$ cat config.mk
export PLATFORM = sky130hd
export DESIGN_NAME = matrix_scanner
export DESIGN_NICKNAME = d
export VERILOG_FILES = /design/src/rtl/matrix_scanner.sv
export SDC_FILE = /design/constraint.sdc
export NUM_CORES = 1
export LEC_CHECK = 0
export ABC_CLOCK_PERIOD_IN_PS = 3400
export CELL_PAD_IN_SITES_DETAIL_PLACEMENT = 1
export CELL_PAD_IN_SITES_GLOBAL_PLACEMENT = 1
export CORE_AREA = 5 5 164 166
export CTS_CLUSTER_DIAMETER = 100
export DETAILED_ROUTE_END_ITERATION = 8
export DIE_AREA = 0 0 169 171
export PLACE_DENSITY = 0.71
export SLEW_MARGIN = 25
export SYNTH_ARGS = -nofsm -noshare
export SYNTH_HDL_FRONTEND = slang
export SYNTH_SLANG_ARGS = --single-unit
$ cat constraint.sdc
create_clock -name ph1 -period 3.4 [get_ports ph1]
set_clock_uncertainty 0.2 [all_clocks]
set_input_delay 0.51 -clock ph1 [delete_from_list [all_inputs] [get_ports ph1]]
set_output_delay 0.51 -clock ph1 [all_outputs]
set_load 0.005 [all_outputs]
$ cat src/rtl/matrix_scanner.sv
`default_nettype none
// ============================================================================
//  Module      : matrix_scanner
//  Description : Strobes an 8x8 key matrix one row at a time, samples the
//                active-low column sense lines, debounces each row and emits
//                changed rows as cell-memory writes over a req/ack handshake.
//                Optional build macro MATRIX_SCANNER_TOGGLE_EN selects toggle
//                mode (each debounced press flips the cell) instead of level
//                mode (committed row follows the debounced key level).
//  Revision    : 1.0 - initial release
// ============================================================================
module matrix_scanner #(
    parameter int SETTLE_CYCLES  = 2,
    parameter int DEBOUNCE_SCANS = 4
) (
    input  logic       ph1,
    input  logic       reset,
    input  logic       scan_en,
    output logic [7:0] row_drv,
    input  logic [7:0] col_sense,
    output logic       wr_req,
    input  logic       wr_ack,
    output logic [2:0] wr_addr,
    output logic [7:0] wr_data,
    output logic       frame_done
);

    localparam int SW = $clog2(SETTLE_CYCLES + 1);
    localparam int CW = $clog2(DEBOUNCE_SCANS + 1);
    localparam logic [SW-1:0] SETTLE_LAST = SW'(SETTLE_CYCLES - 1);
    localparam logic [CW-1:0] DEB_MAX     = CW'(DEBOUNCE_SCANS);

    typedef enum logic [1:0] {
        IDLE  = 2'd0,
        DRIVE = 2'd1,
        EVAL  = 2'd2,
        WRITE = 2'd3
    } state_t;

    state_t          state;
    state_t          state_nxt;
    logic            advance;

    logic [2:0]      row;
    logic [SW-1:0]   settle;
    logic [7:0]      sample;
    logic [7:0]      last_q    [8];
    logic [CW-1:0]   cnt_q     [8];
    logic [7:0]      committed [8];

    logic [CW-1:0]   cnt_upd;
    logic            stable;
    logic            do_write;
    logic [7:0]      commit_upd;
`ifdef MATRIX_SCANNER_TOGGLE_EN
    logic [7:0]      deb [8];
    logic [7:0]      rise;
    logic            deb_change;
`endif

    // Debounce evaluation for the current row; the new sample always becomes
    // last[row], only the run-length counter depends on whether it repeated.
    always_comb begin
        if (sample != last_q[row])
            cnt_upd = CW'(1);
        else if (cnt_q[row] == DEB_MAX)
            cnt_upd = DEB_MAX;
        else
            cnt_upd = cnt_q[row] + CW'(1);
        stable = (cnt_upd == DEB_MAX);
`ifdef MATRIX_SCANNER_TOGGLE_EN
        deb_change = stable && (sample != deb[row]);
        rise       = sample & ~deb[row];
        do_write   = deb_change && (rise != 8'h00);
        commit_upd = committed[row] ^ rise;
`else
        do_write   = stable && (sample != committed[row]);
        commit_upd = sample;
`endif
    end

    // State register; leaving reset always restarts from IDLE.
    always_ff @(posedge ph1 or negedge reset) begin
        if (!reset)
            state <= IDLE;
        else
            state <= state_nxt;
    end

    // Next-state and row strobe; row_drv is low outside DRIVE so adjacent
    // rows never overlap.
    always_comb begin
        state_nxt = state;
        row_drv   = 8'h00;
        advance   = 1'b0;
        case (state)
            IDLE: begin
                if (scan_en)
                    state_nxt = DRIVE;
            end
            DRIVE: begin
                row_drv = 8'h01 << row;
                if (settle == SETTLE_LAST)
                    state_nxt = EVAL;
            end
            EVAL: begin
                if (do_write)
                    state_nxt = WRITE;
                else
                    advance = 1'b1;
            end
            WRITE: begin
                if (wr_ack)
                    advance = 1'b1;
            end
            default: state_nxt = IDLE;
        endcase
        if (advance)
            state_nxt = scan_en ? DRIVE : IDLE;
    end

    // Datapath: settle timer, sample capture, per-row debounce state,
    // write handshake registers, row pointer and frame pulse.
    always_ff @(posedge ph1 or negedge reset) begin
        if (!reset) begin
            row        <= 3'd0;
            settle     <= '0;
            sample     <= 8'h00;
            wr_req     <= 1'b0;
            wr_addr    <= 3'd0;
            wr_data    <= 8'h00;
            frame_done <= 1'b0;
            for (int i = 0; i < 8; i++) begin
                last_q[i]    <= 8'h00;
                cnt_q[i]     <= '0;
                committed[i] <= 8'h00;
`ifdef MATRIX_SCANNER_TOGGLE_EN
                deb[i]       <= 8'h00;
`endif
            end
        end else begin
            frame_done <= 1'b0;
            if (state == DRIVE) begin
                if (settle == SETTLE_LAST) begin
                    settle <= '0;
                    sample <= ~col_sense;
                end else begin
                    settle <= settle + SW'(1);
                end
            end
            if (state == EVAL) begin
                last_q[row] <= sample;
                cnt_q[row]  <= cnt_upd;
`ifdef MATRIX_SCANNER_TOGGLE_EN
                if (deb_change)
                    deb[row] <= sample;
`endif
                if (do_write) begin
                    committed[row] <= commit_upd;
                    wr_req         <= 1'b1;
                    wr_addr        <= row;
                    wr_data        <= commit_upd;
                end
            end
            if (state == WRITE && wr_ack)
                wr_req <= 1'b0;
            if (advance) begin
                row        <= row + 3'd1;
                frame_done <= (row == 3'd7);
            end
        end
    end

endmodule
`default_nettype wire

# Yosys cells after proc, flatten, opt, wreduce, memory -nomap -nowiden
# Cells that the tools add are included.
[classes]
addsub = 3
n_lt_le_gt_ge = 2
eq_ne = 12
n_shift = 1
mux = 33
bitwise = 2
reduce_logical = 11
[op_table]
columns = ["cell", "n"]
rows = [
  ["bitwise mux 64 bit", 2],
  ["binary-select mux 8 bit (select 3 bit)", 2],
  ["2-to-1 mux 8 bit", 6],
  ["bitwise mux 24 bit", 1],
  ["demux 8 bit (select 3 bit)", 1],
  ["inequality test 8 bit", 2],
  ["2-to-1 mux 3 bit", 5],
  ["2-to-1 mux 2 bit", 5],
  ["binary-select mux 3 bit (select 3 bit)", 1],
  ["demux 3 bit (select 3 bit)", 1],
  ["== test 3 bit, second input constant", 3],
  ["inequality test 3 bit, second input constant", 3],
  ["inverter 8 bit", 1],
  ["left shift 1 x 3 -> 8 bit, first input constant", 1],
  ["2-to-1 mux 1 bit", 7],
  ["adder 3 x 1 -> 3 bit, second input constant", 2],
  ["case mux 2 bit (3 select lines)", 1],
  ["AND reduction 2 bit", 3],
  ["== test 2 x 1 -> 1 bit, second input constant", 2],
  ["== test 2 bit, second input constant", 2],
  [">= comparator 4 bit, second input constant", 1],
  ["< comparator 4 x 1 -> 1 bit, second input constant", 1],
  ["inverter 3 -> 4 bit", 1],
  ["AND reduction 4 bit", 1],
  ["6 further kinds", 9],
]
[totals]
regBits = 180
input_bits = 12
wordCells = 96

# Depth between registers and ports, before layout
# Gate-level depths: netlist (run 1).
[logic_depth]
word_depth = 13
mapped_depth = 15

# Worst setup path before layout (run 1)
# No wires, ideal clock.
[synth_path]
path_kind = "register to register"
from = "reg row[0]"
to = "reg committed[48] in the netlist's numbering"
setup_time_ns = 0.125
arrival_time_ns = 3.477
path_slack_ns = -0.402
path_stages_with_launch = 14
n_path_buf = 4
period_less_slack_ns = 3.802
cell_sequence = "dfrtp_1 > buf_6 > buf_6 > buf_4 > clkbuf_1 > mux4_2 > nand2_1 > and2_1 > ha_1 > or2_2 > o21ai_0 > nand2_1 > nor4_4 > mux2_2"
[synth_via]
elab_chain_cells = 10
word_cells_on_any_way = 25
[synth_rtl]
columns = ["item", "line", "rtl"]
rows = [
  ["from (decl)", "44", "logic [2:0] row;"],
  ["from (signal assigned)", "168", "row <= row + 3'd1;"],
  ["inverter 3 -> 4 bit (not written as such) (*)", "n/a", ""],
  ["binary-select mux 3 bit (select 3 bit)", "66, 69", ""],
  ["2-to-1 mux 3 bit (not written as such) (2 in series)", "66, 69", ""],
  ["adder 3 x 1 -> 3 bit / == test 3 bit (equally long branches)", "69, 66", ""],
  ["2-to-1 mux 3 bit", "66", "else if (cnt_q[row] == DEB_MAX)"],
  ["2-to-1 mux 3 bit", "64", "if (sample != last_q[row])"],
  ["== test 3 bit", "70", "stable = (cnt_upd == DEB_MAX);"],
  ["logical AND 1 bit", "77", "do_write = stable && (sample != committed[row]);"],
  ["AND reduction 2 bit (no line)", "n/a", ""],
  ["to (signal, indexed assignment)", "159", "committed[row] <= commit_upd;"],
  ["to (decl)", "49", "logic [7:0] committed [8];"],
]
# Mark *: on every way between the ends. The rest lies on a longest branch, timed or not. The select of a mux whose other input is x is not followed.
# A chain may end at the register's enable or synchronous reset.

# Final worst setup path (run 1)
[layout_path]
from = "reg row[1]"
to = "reg committed[19] in the netlist's numbering"
# Same word-level chain as after synthesis.

==> results.json, run 1 <==
{
  "stdcell_count": 1233,
  "holdCritPathClass": "flop to flop",
  "wl_met3_mm": 1.20,
  "ys.warnings.count": 0,
  "p_per_area_nw_per_um2": 816,
  "ir_drop_mv": 0.407,
  "drc": 0,
  "io_pins": 33,
  "worst_slew_pin_slew_ns": 0.811,
  "grt_max_degree": 78,
  "synth_cell_types": 52,
  "path_class": "flop to flop",
  "top_layer": "met4",
  "power.leakage_nw": 5.39,
  "met2WireLength_mm": 12.8,
  "rsz0062_at_grt": "yes",
  "cts_num_sinks": 180,
  "rows": 59,
  "antenna_found_initial": 0,
  "ys_dominant_reg_cell": "dfrtp_1",
  "clock_latency_ns": 0.45,
  "vias": 6387,
  "drtIter0Drc": 431,
  "grt_pass1_vias": 6931,
  "violations": "negative setup slack",
  "gp_congestion": 0.818,
  "grt_usage": 0.177,
  "synth-simple-area-share": 0.127,
  "hold-worst-slack_ns": 0.279,
  "finalCritPeriodShare": 1.01,
  "cts_tree": "built",
  "root_buffer": "clkbuf_16",
  "drive_above_1_share": 0.349,
  "final_cell_mix": "dfrtp_1 (178), nand2_1 (141), mux2_2 (83), buf_4 (83), o21ai_0 (67)",
  "endpoint_kind": "flop",
  "dp_hpwl_mm": 16.8,
  "slew_headroom": 0.458,
  "max-cap-violations": 0,
  "synth-seq-area-share": 0.518,
  "synth-adder-area-share": 0.0187,
  "grt_pass1_wl_mm": 39.8,
  "die_w_um": 169,
  "wl_met1_mm": 11.1,
  "finalCriticalPeriod_ns": 3.44,
  "critical_path.max_fanout": 10,
  "critPathLaunchType": "flop",
  "dp.cells": 1179,
  "drtPass1Iterations": 4,
  "dieHeight_um": 171,
  "async_flop_share": 1.00,
  "die_area_um2": 28900,
  "ys_ff_latch": 180,
  "cts-buffers-inserted": 17,
  "setup_slack_ns": -0.0357,
  "ant_nets": 0,
  "cp.arrival_ns": 3.55,
  "fp.coreArea_um2": 25500,
  "path_clk_slew_ns": 0.07,
  "syn_area_um2": 8700,
  "nets": 910,
  "synth-xor-area-share": 0.00302,
  "via_per_inst": 5.18,
  "layout_commonest_cell": "dfrtp_1",
  "finalMaxSlewViolations": 0,
  "area_delta_synth_final_pct": 29.5,
  "synth_top_family_by_area": "multiplexers",
  "synth_compound_area_frac": 0.0886,
  "cts_htree_levels": 4,
  "r2r_setup_slack_ns": -0.04,
  "wire_per_inst_um": 20.9,
  "synth_edf_count": 0,
  "overflow": 0,
  "dp_slack_ns": -0.270,
  "clock.fmax_ghz": 0.291,
  "avgSynthCellArea_um2": 11.3,
  "syn_inst": 768,
  "port_buffers": 32,
  "cts_max_path_buffers": 2,
  "finalHoldViolations": 0,
  "finalSetupViolCount": 25,
  "wl_mm": 25.8,
  "start_util": 0.342,
  "n_antenna_cell": 0,
  "required_ns": 3.52,
  "syn-num-nets": 793,
  "muxShareOfSynthArea": 0.212,
  "outcome": "complete, but fails checks"
}
==> metrics by stage <==
step	instance area [um^2]	setup TNS, ns	util	power (mW)
2_1_floorplan	8780	-1.84	-	4.98
3_3_place_gp	10100	-4.96	0.397	6.35
3_5_place_dp	10100	-12.69	0.397	6.49
4_1_cts	10900	0	0.428	8.78
5_1_grt	11300	-4.87	0.442	9.70
6_report	11300	-0.286	0.442	9.19
==> critical path, cell delays in order (launching register included) <==
cell,delay (ns)
dfrtp_2,0.45
buf_12,0.17
buf_12,0.13
mux2_2,0.36
o22ai_1,0.28
o21ai_0,0.24
nor4b_4,0.21
and4_1,0.24
buf_4,0.19
nor4_4,0.32
buf_6,0.21
mux2_4,0.31
==> synth_stat cells (all sizes together) (5+ instances only) <==
library cell / count / share of area
a21oi: 12 / 0.0082
a22o: 8 / 0.0081
a22oi: 5 / 0.0043
and2: 8 / 0.0058
and3: 6 / 0.0043
buf: 16 / 0.014
clkbuf: 29 / 0.013
dfrtp: 180 / 0.52
ha: 13 / 0.019
inv: 15 / 0.0065
mux2: 110 / 0.14
mux2i: 44 / 0.051
mux4: 7 / 0.018
nand2: 144 / 0.062
nand2b: 7 / 0.0050
nand3: 7 / 0.0040
nand4: 10 / 0.012
nor2: 7 / 0.0030
nor2b: 5 / 0.0036
nor3: 7 / 0.0040
nor4: 5 / 0.0095
o21ai: 71 / 0.041
o22ai: 15 / 0.011
or3: 7 / 0.0050
==> flip-flops by register name (all words and copies together), names as in the netlist <==
register,count
last_q,64
row,3
committed,64
wr_req,1
wr_data,8
commit_upd,8
settle,2
state,2
frame_done,1
wr_addr,3
cnt_q,24
==> cell families after synthesis <==
| logic type | Yosys count |
|---|---|
| compound gates | 128 |
| xor+xnor | 3 |
| fa+ha+maj | 13 |
| buf+inv | 60 |
| flops | 180 |
| mux | 161 |
| simple gates | 223 |
==> routing by layer <==
layer | vias up | track usage
li1 | 2952 | -
met1 | 3276 | 0.226
met2 | 129 | 0.303
met3 | 30 | 0.0342
met4 | 0 | 0.0592
met5 | - | 0
==> layout make-up <==
| type | instances | area [um^2] |
|---|---|---|
| well taps | 335 | 419 |
| flip-flops and latches | 180 | 4510 |
| inverters | 15 | 56.3 |
| clock buffers | 17 | 425 |
| multi-input cells | 528 | 4240 |
| repair buffers | 143 | 1430 |
| fillers | 2701 | 14200 |
| clock inverters | 15 | 196 |
==> power breakdown <==
| part | internal (mW) | switching, mW | leakage (nW) |
|---|---|---|---|
| logic | 2.00 | 2.16 | 2.70 |
| registers | 2.56 | 0.363 | 2.40 |
| clock network | 1.18 | 0.922 | 0.294 |
==> worst paths after layout <==
check / cells past startpoint / startpoint / to
min in group asynchronous: 2 / reset / committed[39]
worst max register to register: 11 / row[1] / committed[19]
worst max-delay path: 11 / row[1] / committed[19]
max in group asynchronous: 3 / reset / row[0]
worst min-delay path: 2 / last_q[54] / last_q[54]
worst min register to register: 2 / last_q[54] / last_q[54]
==> timing repair <==
action | CTS | global route
buffers inserted | 7 | 13
pin swaps | 5 | 11
endpoints found under the setup margin | 79 | 78
resized for setup | 10 | 58
gates cloned | 1 | 1
hold buffers | 1 | 0
endpoints found under the hold margin | 74 | 0
(Power assumes the default switching activity.)
==> inputs of run 2 (changes only) <==
--- a/config.mk
+++ b/config.mk
@@ -13,6 +13,7 @@
 export DETAILED_ROUTE_END_ITERATION = 8
 export DIE_AREA = 0 0 169 171
 export PLACE_DENSITY = 0.71
+export SKIP_CTS_REPAIR_TIMING = 1
 export SLEW_MARGIN = 25
 export SYNTH_ARGS = -nofsm -noshare
 export SYNTH_HDL_FRONTEND = slang
==> run 2 against run 1 <==
The flow now finishes without violations. Hold slack gained 0.0018 ns. Die area is the same. Combinational power shrank 8.4%. First-iteration DRC count grew 4.4%. Final area shrank 2.7%. Global-route usage shrank 0.25 points. Worst setup slack gained 0.096 ns. Sequential share of layout area grew 1.1 points. Utilization shrank 1.2 points. Final cell count shrank 0.81%. Non-clock buffer count shrank 10. Sequential cell count is the same. Critical endpoint unchanged.
==> results.json, run 2 (synthesis results as in run 1) <==
{
  "setup_slack_ns": 0.0598,
  "drtPass1Iterations": 4,
  "slew_headroom": 0.424,
  "drive_above_1_share": 0.322,
  "max-cap-violations": 0,
  "required_ns": 3.52,
  "dp_hpwl_mm": 16.8,
  "vias": 6370,
  "drc": 0,
  "p_per_area_nw_per_um2": 805,
  "die_w_um": 169,
  "wire_per_inst_um": 20.3,
  "comb_power_share": 0.432,
  "stdcell_count": 1223,
  "finalSetupViolCount": 0,
  "grt_usage": 0.174,
  "fin_setup_tns_ns": 0,
  "overflow": 0,
  "place_area_um2": 10100,
  "outcome": "complete, no violations",
  "cts_num_sinks": 180,
  "rsz0062_at_grt": "yes",
  "cts-buffers-inserted": 17,
  "finalHoldViolations": 0,
  "wl_mm": 24.9,
  "rows": 59,
  "io_pins": 33,
  "ir_drop_mv": 0.410,
  "clock_latency_ns": 0.44,
  "ant_nets": 0,
  "cp.depth": 13,
  "drtIter0Drc": 450,
  "cp_slowest_cell": "mux4_2",
  "switching_share": 0.372,
  "critPathLaunchType": "flop",
  "root_buffer": "clkbuf_16",
  "port_buffers": 32,
  "power_frac_clock": 0.237,
  "nets": 900,
  "cts_max_path_buffers": 2,
  "gp_congestion": 0.818,
  "p_int_mw": 5.54,
  "cp.buffers_inverters": 4,
  "seqPwrFrac": 0.331,
  "cp.arrival_ns": 3.46,
  "cp_slowest_stage_delay_ns": 0.49,
  "finalCritPeriodShare": 0.982,
  "dp_slack_ns": -0.270,
  "antenna_found_initial": 0,
  "clock.fmax_ghz": 0.299,
  "grt_max_degree": 78,
  "crit_top_cell": "buf_4",
  "power.leakage_nw": 5.29,
  "grt_pass1_wl_mm": 39.3,
  "endpoint_kind": "flop",
  "fp.coreArea_um2": 25500,
  "top_regs": "committed: 64 flops, last_q: 64 flops, cnt_q: 24 flops",
  "final_cell_mix": "dfrtp_1 (178), nand2_1 (142), mux2_2 (100)",
  "path_cells": "buf_6, buf_4, mux4_2, nand2_1, and2_4, ha_4, or2_4, o21ai_4, buf_4, nand2b_1, nor4_4, buf_4, mux2_2",
  "path_clk_slew_ns": 0.07,
  "critical_path.max_fanout": 8,
  "start_util": 0.342,
  "grt_pass1_vias": 6790,
  "cts_tree": "built",
  "finalInstanceArea_um2": 11000,
  "holdCritPathClass": "flop to flop",
  "via_per_inst": 5.21,
  "dp.cells": 1179,
  "cts_htree_levels": 4,
  "p_sw_mw": 3.28,
  "n_antenna_cell": 0,
  "dieHeight_um": 171,
  "power_mw": 8.82,
  "die_area_um2": 28900,
  "path_class": "flop to flop",
  "worstRegToRegCells": 13,
  "area_delta_synth_final_pct": 26.0,
  "layout_commonest_cell": "dfrtp_1",
  "finalCriticalPeriod_ns": 3.34,
  "finalMaxSlewViolations": 0,
  "worst_slew_pin_slew_ns": 0.862,
  "critical_path.top_delay_family": "multiplexers",
  "holdPathStages": 2
}
[run 2: worst paths after layout]
path	slack [ns]	from	to
worst max-delay path	0.06	row[0]	committed[19]
worst min-delay path	0.28	last_q[48]	last_q[48]
worst max register to register	0.06	row[0]	committed[19]
worst min register to register	0.28	last_q[48]	last_q[48]
max in group asynchronous	1.60	reset	row[0]
min in group asynchronous	0.47	reset	commit_upd[5]
[run 2: power groups by stage]
stage	Combinational, mW	Clock (mW)	Sequential (mW)
final	3.81	2.09	2.92
after global routing	4.12	2.23	2.98
after CTS	3.56	2.13	2.95
after detailed placement	3.51	0	2.98
after global placement	3.39	0	2.96
after floorplan	2.21	0	2.77
[run 2: metal layers]
| metal | GRT usage | part of all wire |
|---|---|---|
| met4 | 0.0553 | 0.022 |
| met3 | 0.0298 | 0.030 |
| met2 | 0.297 | 0.49 |
| met5 | 0 | 0 |
| met1 | 0.228 | 0.45 |
[run 2: cell type report]
cell class | instances | area, um^2
Fill cell | 2727 | 14500
Sequential cell | 180 | 4510
Multi-Input combinational cell | 528 | 4060
Timing Repair Buffer | 133 | 1300
Clock buffer | 17 | 425
Tap cell | 335 | 419
Clock inverter | 15 | 196
Inverter | 15 | 56.3
[run 2: tightest hold or removal path, delay by kind of cell, from the launching register on]
| kind | cells | cell delay [ns] |
|---|---|---|
| and+or+nand+nor | 2 | 0.10 |
| DFF | 1 | 0.35 |
[run 2: metrics by stage]
stage	hold WS (ns)	utilization
finish	0.281	0.430
detailed placement	0.262	0.397
CTS	-0.0721	0.421
floorplan	0.0144	-
global placement	0.256	0.397
global route	0.311	0.430
==> inputs of run 3 (changes only) <==
--- a/config.mk
+++ b/config.mk
@@ -8,11 +8,11 @@
 export ABC_CLOCK_PERIOD_IN_PS = 3400
 export CELL_PAD_IN_SITES_DETAIL_PLACEMENT = 1
 export CELL_PAD_IN_SITES_GLOBAL_PLACEMENT = 1
-export CORE_AREA = 5 5 164 166
+export CORE_AREA = 5 5 146 148
 export CTS_CLUSTER_DIAMETER = 100
 export DETAILED_ROUTE_END_ITERATION = 8
-export DIE_AREA = 0 0 169 171
-export PLACE_DENSITY = 0.71
+export DIE_AREA = 0 0 151 153
+export PLACE_DENSITY = 0.85
 export SKIP_CTS_REPAIR_TIMING = 1
 export SLEW_MARGIN = 25
 export SYNTH_ARGS = -nofsm -noshare
==> run 3 against run 2 <==
The run now ends with negative setup slack left. Critical endpoint is now row[2]. Sequential share of layout area down 1.2 points. Largest power group unchanged. Sequential power is 3% higher. Global-route usage increased by 7.9 points. Highest routed layer unchanged. Critical path type unchanged.
==> results.json, run 3 (synthesis results as in run 1) <==
{
  "outcome": "complete, but fails checks",
  "violations": "negative setup slack",
  "grt_pass1_vias": 7807,
  "grt_pass1_wl_mm": 44.9,
  "finalCritPeriodShare": 1.10,
  "slew_headroom": 0.383,
  "holdCritPathClass": "flop to flop",
  "finalCriticalPeriod_ns": 3.73,
  "vias": 7421,
  "max-cap-violations": 0,
  "via_per_inst": 6.32,
  "dieHeight_um": 153,
  "fp.coreArea_um2": 19900,
  "dp_slack_ns": -0.433,
  "final_cell_mix": "dfrtp_1 (177), nand2_1 (142), buf_4 (92)",
  "cp_slowest_cell": "nor4_2",
  "wl_mm": 34.6,
  "stdcell_count": 1175,
  "final_util": 0.567,
  "area_delta_synth_final_pct": 29.7,
  "clock_latency_ns": 0.45,
  "hold-worst-slack_ns": 0.275,
  "port_buffers": 32,
  "setup_slack_ns": -0.333,
  "finalMaxSlewViolations": 0,
  "top_regs": "committed: 64 flops, last_q: 64 flops, cnt_q: 24 flops",
  "endpoint_kind": "flop",
  "critPathLaunchType": "flop",
  "die_area_um2": 23100,
  "layout_commonest_cell": "dfrtp_1",
  "cp_slowest_stage_delay_ns": 0.58,
  "crit_top_cell": "buf_4",
  "required_ns": 3.46,
  "cts_max_path_buffers": 2,
  "gp_congestion": 0.887,
  "clock.fmax_ghz": 0.268,
  "fin_setup_tns_ns": -13.10,
  "cts_tree": "built",
  "nets": 918,
  "dp.cells": 1115,
  "drive_above_1_share": 0.357,
  "path_cells": "buf_12, clkbuf_16, buf_4, nand2_1, o22ai_1, nor3_1, nor4b_4, and4_1, buf_4, nor4_2, o32ai_1",
  "power.leakage_nw": 5.36,
  "cts_num_sinks": 180,
  "cts-buffers-inserted": 17,
  "ant_nets": 0,
  "antenna_found_initial": 0,
  "critical_path.max_fanout": 7,
  "grt_max_degree": 71,
  "cts_htree_levels": 4,
  "p_per_area_nw_per_um2": 874,
  "n_antenna_cell": 0,
  "overflow": 0,
  "grt_usage": 0.254,
  "path_clk_slew_ns": 0.07,
  "die_w_um": 151,
  "dp_hpwl_mm": 18.8,
  "drtPass1Iterations": 5,
  "rows": 52,
  "root_buffer": "clkbuf_16",
  "cp.arrival_ns": 3.79,
  "drtIter0Drc": 569,
  "worst_slew_pin_slew_ns": 0.919,
  "finalHoldViolations": 0,
  "drc": 0,
  "path_class": "flop to flop",
  "ir_drop_mv": 0.405,
  "wire_per_inst_um": 29.4,
  "rsz0062_at_grt": "yes",
  "finalSetupViolCount": 87,
  "io_pins": 33,
  "start_util": 0.437
}
[run 3: changes by cell type in the layout (fill, tap and decap cells not counted), sizes merged]
cell	previous run	this run
clkinvlp	4	2
clkbuf	18	24
buf	100	115
inv	21	17
clkinv	2	4
[run 3: through the flow]
stage / power, mW / area, um^2
final: 9.87 / 11300
after global routing: 10.2 / 11300
after CTS: 8.75 / 10600
after detailed placement: 6.55 / 9980
after global placement: 6.28 / 9980
after floorplan: 4.98 / 8780
[run 3: layout make-up]
type,instances,area (um^2)
Multi-Input combinational cell,528,4260
Timing Repair Buffer,151,1500
Clock buffer,20,467
Sequential cell,180,4510
Tap cell,270,338
Fill cell,2076,8630
Clock inverter,11,150
Inverter,15,56.3
[run 3: power breakdown]
group	internal [mW]	switching, mW	leakage [nW]
Clock	1.22	0.926	0.299
Combinational	2.09	2.61	2.66
Sequential	2.56	0.450	2.40
[run 3: layer usage]
| layer | vias up | part of all wire | global-route usage |
|---|---|---|---|
| met5 | - | 0 | 0 |
| met2 | 432 | 0.49 | 0.427 |
| li1 | 2962 | - | - |
| met1 | 3865 | 0.37 | 0.317 |
| met3 | 162 | 0.073 | 0.0474 |
| met4 | 0 | 0.067 | 0.111 |
[run 3: worst max-delay path, delay by kind of cell, from the launching register on]
| family | cells | cell delay [ns] |
|---|---|---|
| and+or+nand+nor | 5 | 1.74 |
| buffers and inverters | 4 | 0.67 |
| DFF | 1 | 0.49 |
| AOI/OAI and AO/OA | 2 | 0.44 |
[run 3: worst paths after layout]
check | startpoint | end | slack, ns | depth (start not counted)
max reg2reg | row[0] | row[2] | -0.33 | 11
min reg2reg | last_q[42] | last_q[42] | 0.28 | 2
max in group asynchronous | reset | committed[58] | 1.70 | 3
max | row[0] | row[2] | -0.33 | 11
min in group asynchronous | reset | committed[53] | 0.48 | 2
min | last_q[42] | last_q[42] | 0.28 | 2
==> patch (config.mk and constraints of run 1) <==
Set the parameter `SETTLE_CYCLES` to 4 (it was 2).
--- a/src/rtl/matrix_scanner.sv
+++ b/src/rtl/matrix_scanner.sv
@@ -10,7 +10,7 @@
 //  Revision    : 1.0 - initial release
 // ============================================================================
 module matrix_scanner #(
-    parameter int SETTLE_CYCLES  = 2,
+    parameter int SETTLE_CYCLES  = 4,
     parameter int DEBOUNCE_SCANS = 4
 ) (
     input  logic       ph1,
Formal check against the unedited RTL: not equivalent (Yosys sat finds a counterexample within 4 cycles, from zero or initial values and one cycle with reset low).
==> patch against run 1 <==
The run still ends with negative setup slack left. Sequential share of layout area grew 2.1 points. Final area fell by 4.3%. Routed wire length shrank 1.3%. Synthesized area decreased by 0.13%. Sequential cell count is 1 higher. Total power up 0.43%. Worst setup slack worse by 0.19 ns. Largest cell class unchanged. Largest power group unchanged.
==> patch: results (changes against run 1) <==
| Metric | Value |
|---|---|
| Outcome | complete, but fails checks |
| Failing checks | negative setup slack |
| Clock network share of area | 5.66% (+0.14 points) |
| Diode count | 1 (+1) |
| First-pass detailed-route iteration total | 5 (+1) |
| Fraction of the mapped netlist area in adder cells | 2.02% (+0.15 points) |
| Met2 wire len | 12,400 µm (-3.3%) |
| WP data arrival | 3.76 ns (+0.21 ns) |
| Post-synthesis mux area share | 22.5% (+1.3 points) |
| First-pass GRT wire length | 39,700 µm (-0.26%) |
| Crit Path Max Fanout | 8 (-2) |
| Clk power | 2050 µW (-2%) |
| Setup WS post-layout | -0.230 ns (-0.194 ns) |
| Yosys cell types | 58 (+12%) |
| Syn nets | 761 (-4.0%) |
| #FFs+latches synth | 181 (+0.56%) |
| Vias in the first global route | 6,725 (-3.0%) |
| Hold EP | last_q[46] |
| Wirelength per Cell | 21.5 µm (+2.8%) |
| Critical R2R Launch | row[0] |
| Overall Global Routing Usage | 17.9% (+0.20 points) |
| Synth Area in Compound Gates | 7.65% (-1.2 points) |
| Layout cells sized above 1 | 33.4% (-1.4 points) |
| Endpoints failing setup | 78 (+210%) |
| Seq pwr share | 33.4% (+1.5 points) |
| Final Net Count | 860 (-5.5%) |
patch: per-stage QoR:
stage               hold WS, ns  cell area [µm²]  power [µW]  setup slack [ns]  TNS, ns
floorplan                0.0144             8770        5340            -0.262    -7.35
global placement          0.256             9810        6720            -0.205   -10.52
detailed placement        0.264             9810        6830            -0.284   -15.32
CTS                       0.281            10700        9120           -0.0817    -2.85
global route              0.293            10800        9750            -0.389   -28.68
finish                    0.277            10800        9230            -0.230   -14.02
patch: worst max-delay path, cell delays in order (launching register included):
cell	delay (ns)
dfrtp_2	0.42
buf_6	0.14
and2b_1	0.25
buf_4	0.20
a22oi_1	0.28
and3_1	0.21
o211ai_1	0.13
or4_4	0.59
a211oi_4	0.34
buf_8	0.20
nand4_4	0.21
mux2_4	0.36
patch: repair_timing:
item                       in CTS  in global routing
hold buffers                    1                  0
gates resized for setup        24                 13
setup endpoints to repair      80                 90
pin swaps                       3                  8
setup buffers                  15                  4
cloned                          0                  1
hold endpoints to repair       70                  0
